`src/rtl/access_sample_timer.sv`:
```
// Randomised access sampler: counts accesses down a pseudo-random interval and captures the selected address.
// Latency: a firing access is visible on sample_valid/sample_addr right after its edge; lfsr_enable is combinational.
// Backpressure: single-entry output buffer; fires into a full, unaccepted buffer are dropped and counted.
module access_sample_timer #(
  parameter int OFFSET = 64,
  parameter int AW     = 32,
  parameter int DW     = 16
) (
  input  logic          clock,
  input  logic          reset,
  input  logic          enable,
  input  logic          access_valid,
  input  logic [AW-1:0] access_addr,
  input  logic [6:0]    lfsr_in,
  output logic          lfsr_enable,
  output logic          sample_valid,
  output logic [AW-1:0] sample_addr,
  input  logic          sample_ready,
  output logic [DW-1:0] drop_count,
  output logic          busy
);

  typedef enum logic [1:0] {
    S_INIT  = 2'd0,
    S_RUN   = 2'd1,
    S_PAUSE = 2'd2
  } state_t;

  state_t        state_q, state_d;
  logic [7:0]    cnt_q, cnt_d;
  logic          vld_q, vld_d;
  logic [AW-1:0] addr_q, addr_d;
  logic [DW-1:0] drop_q, drop_d;

  logic [7:0]    ivl_raw;
  logic [7:0]    ivl;
  logic          count_en;
  logic          fire;

  // Interval from the current LFSR value; OFFSET <= 128 keeps the sum inside 8 bits, zero is clamped to 1.
  assign ivl_raw  = {1'b0, lfsr_in} + 8'(OFFSET);
  assign ivl      = (ivl_raw == 8'd0) ? 8'd1 : ivl_raw;

  // Enabled accesses count in RUN and in the PAUSE cycle that resumes; INIT never counts.
  assign count_en = (state_q != S_INIT) && enable && access_valid;
  assign fire     = count_en && (cnt_q == 8'd1);

  // State register plus all datapath registers, synchronous reset.
  always_ff @(posedge clock) begin
    if (reset) begin
      state_q <= S_INIT;
      cnt_q   <= 8'd0;
      vld_q   <= 1'b0;
      addr_q  <= '0;
      drop_q  <= '0;
    end else begin
      state_q <= state_d;
      cnt_q   <= cnt_d;
      vld_q   <= vld_d;
      addr_q  <= addr_d;
      drop_q  <= drop_d;
    end
  end

  // Next state: INIT lasts one cycle, then enable alone selects RUN or PAUSE.
  always_comb begin
    state_d = state_q;
    case (state_q)
      S_INIT:  state_d = S_RUN;
      S_RUN:   state_d = enable ? S_RUN : S_PAUSE;
      S_PAUSE: state_d = enable ? S_RUN : S_PAUSE;
      default: state_d = S_INIT;
    endcase
  end

  // Outputs: LFSR advance on load/reload cycles only (held low during reset), busy reflects RUN.
  always_comb begin
    lfsr_enable = 1'b0;
    busy        = 1'b0;
    if (!reset) begin
      lfsr_enable = (state_q == S_INIT) || fire;
    end
    busy = (state_q == S_RUN);
  end

  // Interval counter: load in INIT, reload on fire, otherwise decrement per counted access.
  always_comb begin
    cnt_d = cnt_q;
    if (state_q == S_INIT) begin
      cnt_d = ivl;
    end else if (count_en) begin
      cnt_d = fire ? ivl : (cnt_q - 8'd1);
    end
  end

  // Output buffer: a fire loads when empty or being drained this cycle, else the sample is dropped.
  always_comb begin
    vld_d  = vld_q;
    addr_d = addr_q;
    drop_d = drop_q;
    if (fire) begin
      if (!vld_q || sample_ready) begin
        vld_d  = 1'b1;
        addr_d = access_addr;
      end else if (drop_q != {DW{1'b1}}) begin
        drop_d = drop_q + DW'(1);
      end
    end else if (vld_q && sample_ready) begin
      vld_d = 1'b0;
    end
  end

  assign sample_valid = vld_q;
  assign sample_addr  = addr_q;
  assign drop_count   = drop_q;

endmodule
```
`config.mk`:
```
export PLATFORM = sky130hd
export DESIGN_NAME = access_sample_timer
export DESIGN_NICKNAME = d
export VERILOG_FILES = /design/src/rtl/access_sample_timer.sv
export SDC_FILE = /design/constraint.sdc
export NUM_CORES = 1
export LEC_CHECK = 0
export CAP_MARGIN = 20
export CORE_MARGIN = 2
export CORE_UTILIZATION = 30
export CTS_CLUSTER_DIAMETER = 120
export DETAILED_ROUTE_END_ITERATION = 6
export PLACE_DENSITY_LB_ADDON = 0.12
export RECOVER_POWER = 25
export SETUP_SLACK_MARGIN = 0.2
export SLEW_MARGIN = 20
export SYNTH_ARGS = -nofsm -noshare
export SYNTH_HDL_FRONTEND = slang
export SYNTH_SLANG_ARGS = --single-unit
```
`constraint.sdc`:
```
create_clock -name clock -period 2.2 [get_ports clock]
set_input_delay 0.22 -clock clock [delete_from_list [all_inputs] [get_ports clock]]
set_output_delay 0.22 -clock clock [all_outputs]
set_load 0.05 [all_outputs]
```
==> out/summary.md <==
The flow ran to the end, and the final reports show no timing, DRC or antenna violations. The die extent in x is 98.0 um, and the via density per instance is 4.88. The critical path data arrival time is 2400 ps, and the number of instances in the synthesized netlist is 320. The critical setup path kind was reg2reg.

The layout cell share with drive strength beyond 1 works out to 0.430. TritonCTS built the clock tree. Summed over all layers, the routed wires come to 8440 um. The clock period minus final worst setup slack was 2190 ps; the power per unit of standard cell area was 591 nW/um^2. Summed over all layers, the global routing overflow is 0.

After floorplanning, the core was sized to cover 8640 um^2. Launch point of the critical path: cnt_q[5]. Top cell family by delay on the critical path: simple AND/OR/NAND/NOR gates. Across the routed clock network, the largest skew measured is 8.57 ps. The first global-routing pass estimated 12400 um of wire. The setup TNS is 0 ps, and the I/O pin total is 95.

The synthesized net count is 370. IR analysis of the VDD net gives a maximum drop of 0.332 mV. For the number of max-slew violations in the final report, the log shows 0.

Remaining max-slew budget at the tightest pin: 0.625. The met1 demand-to-capacity share in global routing was 0.203. The hold buffer count at CTS is 0, and the average size of a mapped cell is 8.28 um^2.

The tools report the via count of the first global-routing pass as 2544. Endpoint kind of the worst setup timing path: a flip-flop. The vias after detailed routing was 2718.

Cell chosen for the clock root: sky130_fd_sc_hd__clkbuf_8. In the final routed layout, each cell accounts on average for 15.1 um. In this run the cell area measured after placement is 3830 um^2.

At the end of routability-driven placement, the weighted congestion stood at 0.801. Entering global routing, the biggest net connects 32 pins. Switching share of power: 0.265. The required time of the critical path is 2420 ps, and the leakage power of the design is 0.00201 uW. The tool flagged a number of max-cap violations equal to 0. Internal power comes to 2180 uW.

The number of stages on the worst setup path is 5, and the net count reported at finish is 494. Latest clock arrival within the worst-skew pair: 330 ps. The portion of total power attributed to the clock network was 0.422. The final clock period utilization by the worst path was 0.994; the number of clock buffers inserted by TritonCTS was 9.

The layer flagged by global routing as most heavily used is met2. In the post-synthesis netlist, the biggest area contributors are sky130_fd_sc_hd__dfxtp_1 (45%), sky130_fd_sc_hd__nand2_1 (11%), sky130_fd_sc_hd__a21oi_1 (7.4%). The tools report the reg-to-reg setup timing slack as 10 ps. CTS saw 59 sinks.

In this run, distinct cell masters in the synthesized netlist total 41. The total of flip-flops plus latches after synthesis came out at 59. In this run the worst setup path terminates at drop_count[7].

The worst setup path is launched from a flip-flop. The worst reg-to-reg path cell count is 5, and the cell area after technology mapping is 2650 um^2. The final hold violation count is 0. In this run the worst hold path is classified as in2reg. Based on the critical path, the design can be clocked at up to 457 MHz.

The number of enable flip-flop cells after synthesis works out to 0. Most numerous cell on the critical path: sky130_fd_sc_hd__or4_4. For the pin with the worst max-slew slack, the measured transition is 563 ps. For this run, design rule violations remaining after detail routing come to 0. The number of buffers and inverters on the critical path is 0. The final HPWL from detailed placement is 5100 um, and the final-report setup violation count is 0. The first detailed-routing pass took 4 iterations.

The top cell type's share of synthesized area came out at 0.446. The net switching power was 785 uW. In this run the worst path has a maximum fanout of 6. The global-route track usage on met3 is 0.0322. After the first detailed-routing iteration, the DRC count stood at 104.

Input and output buffers added on the ports amount to 94. The fraction of power consumed by sequential logic is 0.381. The tools report the overall fraction of global-route tracks in use as 0.158. Initial antenna violation count: 0. Number of H-tree levels: 3. The share of synthesized registers carrying an async set or reset was 0; the warning count from the yosys run was 0. The worst register-to-register path begins at cnt_q[5]. The number of nets with antenna violations after routing is 0.

The fill cell total of the finished layout was 738. On the critical path, the stage with the largest delay is an instance of sky130_fd_sc_hd__or4_4. The die covers 9600 um^2. The run gives 0.263 as the met2 layer usage reported by global route.

The capture instance of the worst register-to-register path was drop_count[7]. For the total number of placement rows, the log shows 34. Traced cell by cell, the critical path runs through or4_4 > or4_4 > nor2_4 > nand4_1 > mux2_4.

The proportion of power drawn by combinational gates is 0.197. The run gives 0.307 as the starting density of the core. For this run, the slowest stage of the critical path takes 550 ps.

The number of diodes added for antenna fixing was 0. The clock-pin slew on the worst setup and hold paths was 70 ps; the die height was 98.0 um. The longest clock path from root to sink contains 2 buffers. Setup repair after global routing could not meet its margin everywhere. Cell type contributing the most total cell area after synthesis: sky130_fd_sc_hd__dfxtp_1. For this run, the leading register cell type out of synthesis is sky130_fd_sc_hd__dfxtp_1.

The tools report the post-route cell area as 5010 um^2. Area added between synthesis and finish: 89.1%. The fraction of the yosys area taken by sequential cells was 0.446.
per-stage QoR:
stage | hold slack, ps | setup slack, ps | cells | util | total power, uW
finish | 362 | 13.3 | 557 | 0.580 | 2960
global route | 380 | -42.8 | 557 | 0.580 | 3070
CTS | 350 | 38.6 | 547 | 0.493 | 2860
detailed placement | 444 | -29.2 | 523 | 0.443 | 1550
global placement | 437 | -14.9 | 523 | 0.443 | 1550
floorplan | 296 | -42.4 | 320 | - | 1370
routing by layer:
metal  vias up  wire length [um]
met2        60              4150
met4         0               104
met5         -                 0
li1       1335                 -
met3        10               373
met1      1313              3800
cell usage after synthesis (all sizes together) (2+ instances only):
cell     n
a211oi   2
a21oi   39
a22oi    2
a31oi    2
and2     2
and3     4
and4     4
buf      8
clkbuf  11
dfxtp   59
ha       6
inv      6
mux2     6
nand2   76
nand2b   3
nand3   10
nand4    3
nor2    25
nor2b    5
nor3    11
nor3b    2
nor4     6
o21ai    7
or4      2
xnor2   11
repair_timing:
item,in CTS,in global routing
resized for setup,23,167
endpoints found under the setup margin,49,54
pin swaps,6,84
buffers inserted,6,6
cloned,2,4
area by class of cell:
cell class / instances / area, um^2 / share of cell area
repair buffers: 132 / 1390 / 0.276
flip-flops and latches: 59 / 1190 / 0.238
clock inverters: 6 / 111 / 0.0222
well taps: 108 / 135 / 0.0270
clock buffers: 10 / 138 / 0.0275
multi-input cells: 236 / 2030 / 0.405
inverters: 6 / 22.5 / 0.00449
placed cells by master (no fill, tap or decap), types with 6 or more instances in the layout:
cell type,instances
sky130_fd_sc_hd__dfxtp_2,8
sky130_fd_sc_hd__a21oi_1,6
sky130_fd_sc_hd__nand2_1,11
sky130_fd_sc_hd__dfxtp_1,51
sky130_fd_sc_hd__buf_4,22
sky130_fd_sc_hd__a21oi_2,33
sky130_fd_sc_hd__nor3_2,6
sky130_fd_sc_hd__nor2_1,22
sky130_fd_sc_hd__nand3_1,9
sky130_fd_sc_hd__buf_6,6
sky130_fd_sc_hd__clkdlybuf4s50_1,69
sky130_fd_sc_hd__nand2_2,13
sky130_fd_sc_hd__nand2_4,51
sky130_fd_sc_hd__dlygate4sd3_1,23
sky130_fd_sc_hd__xnor2_1,11
sky130_fd_sc_hd__clkbuf_8,10
power groups by stage:
stage               registers (uW)  clock network, uW  logic (uW)
global placement              1140                  0         409
CTS                           1120               1270         464
global route                  1130               1320         627
floorplan                     1160                  0         208
finish                        1130               1250         585
detailed placement            1140                  0         408
state kept, by name, summed over array words and instances (netlist names):
name          count
state_q           2
drop_count       16
sample_valid      1
sample_addr      32
cnt_q             8
kinds of logic after synthesis:
logic type,share of synthesized area
and+or+nand+nor,0.301
DFF,0.446
AOI/OAI and AO/OA,0.123
buffers and inverters,0.0401
xor gates and xnor gates,0.0364
muxes,0.0255
adders and majority gates,0.0283
worst min-delay path by stage:
stage / from / endpoint / slack, ps / depth (start not counted)
2_1_floorplan: enable / state_q[1] / 300 / 1
3_3_place_gp: sample_addr[17] / sample_addr[17] / 440 / 2
3_5_place_dp: sample_addr[22] / sample_addr[22] / 440 / 2
4_1_cts: reset / drop_count[6] / 350 / 2
5_1_grt: reset / drop_count[2] / 380 / 2
6_report: reset / drop_count[12] / 360 / 2
No activity file was read; power rests on OpenSTA's default activity.
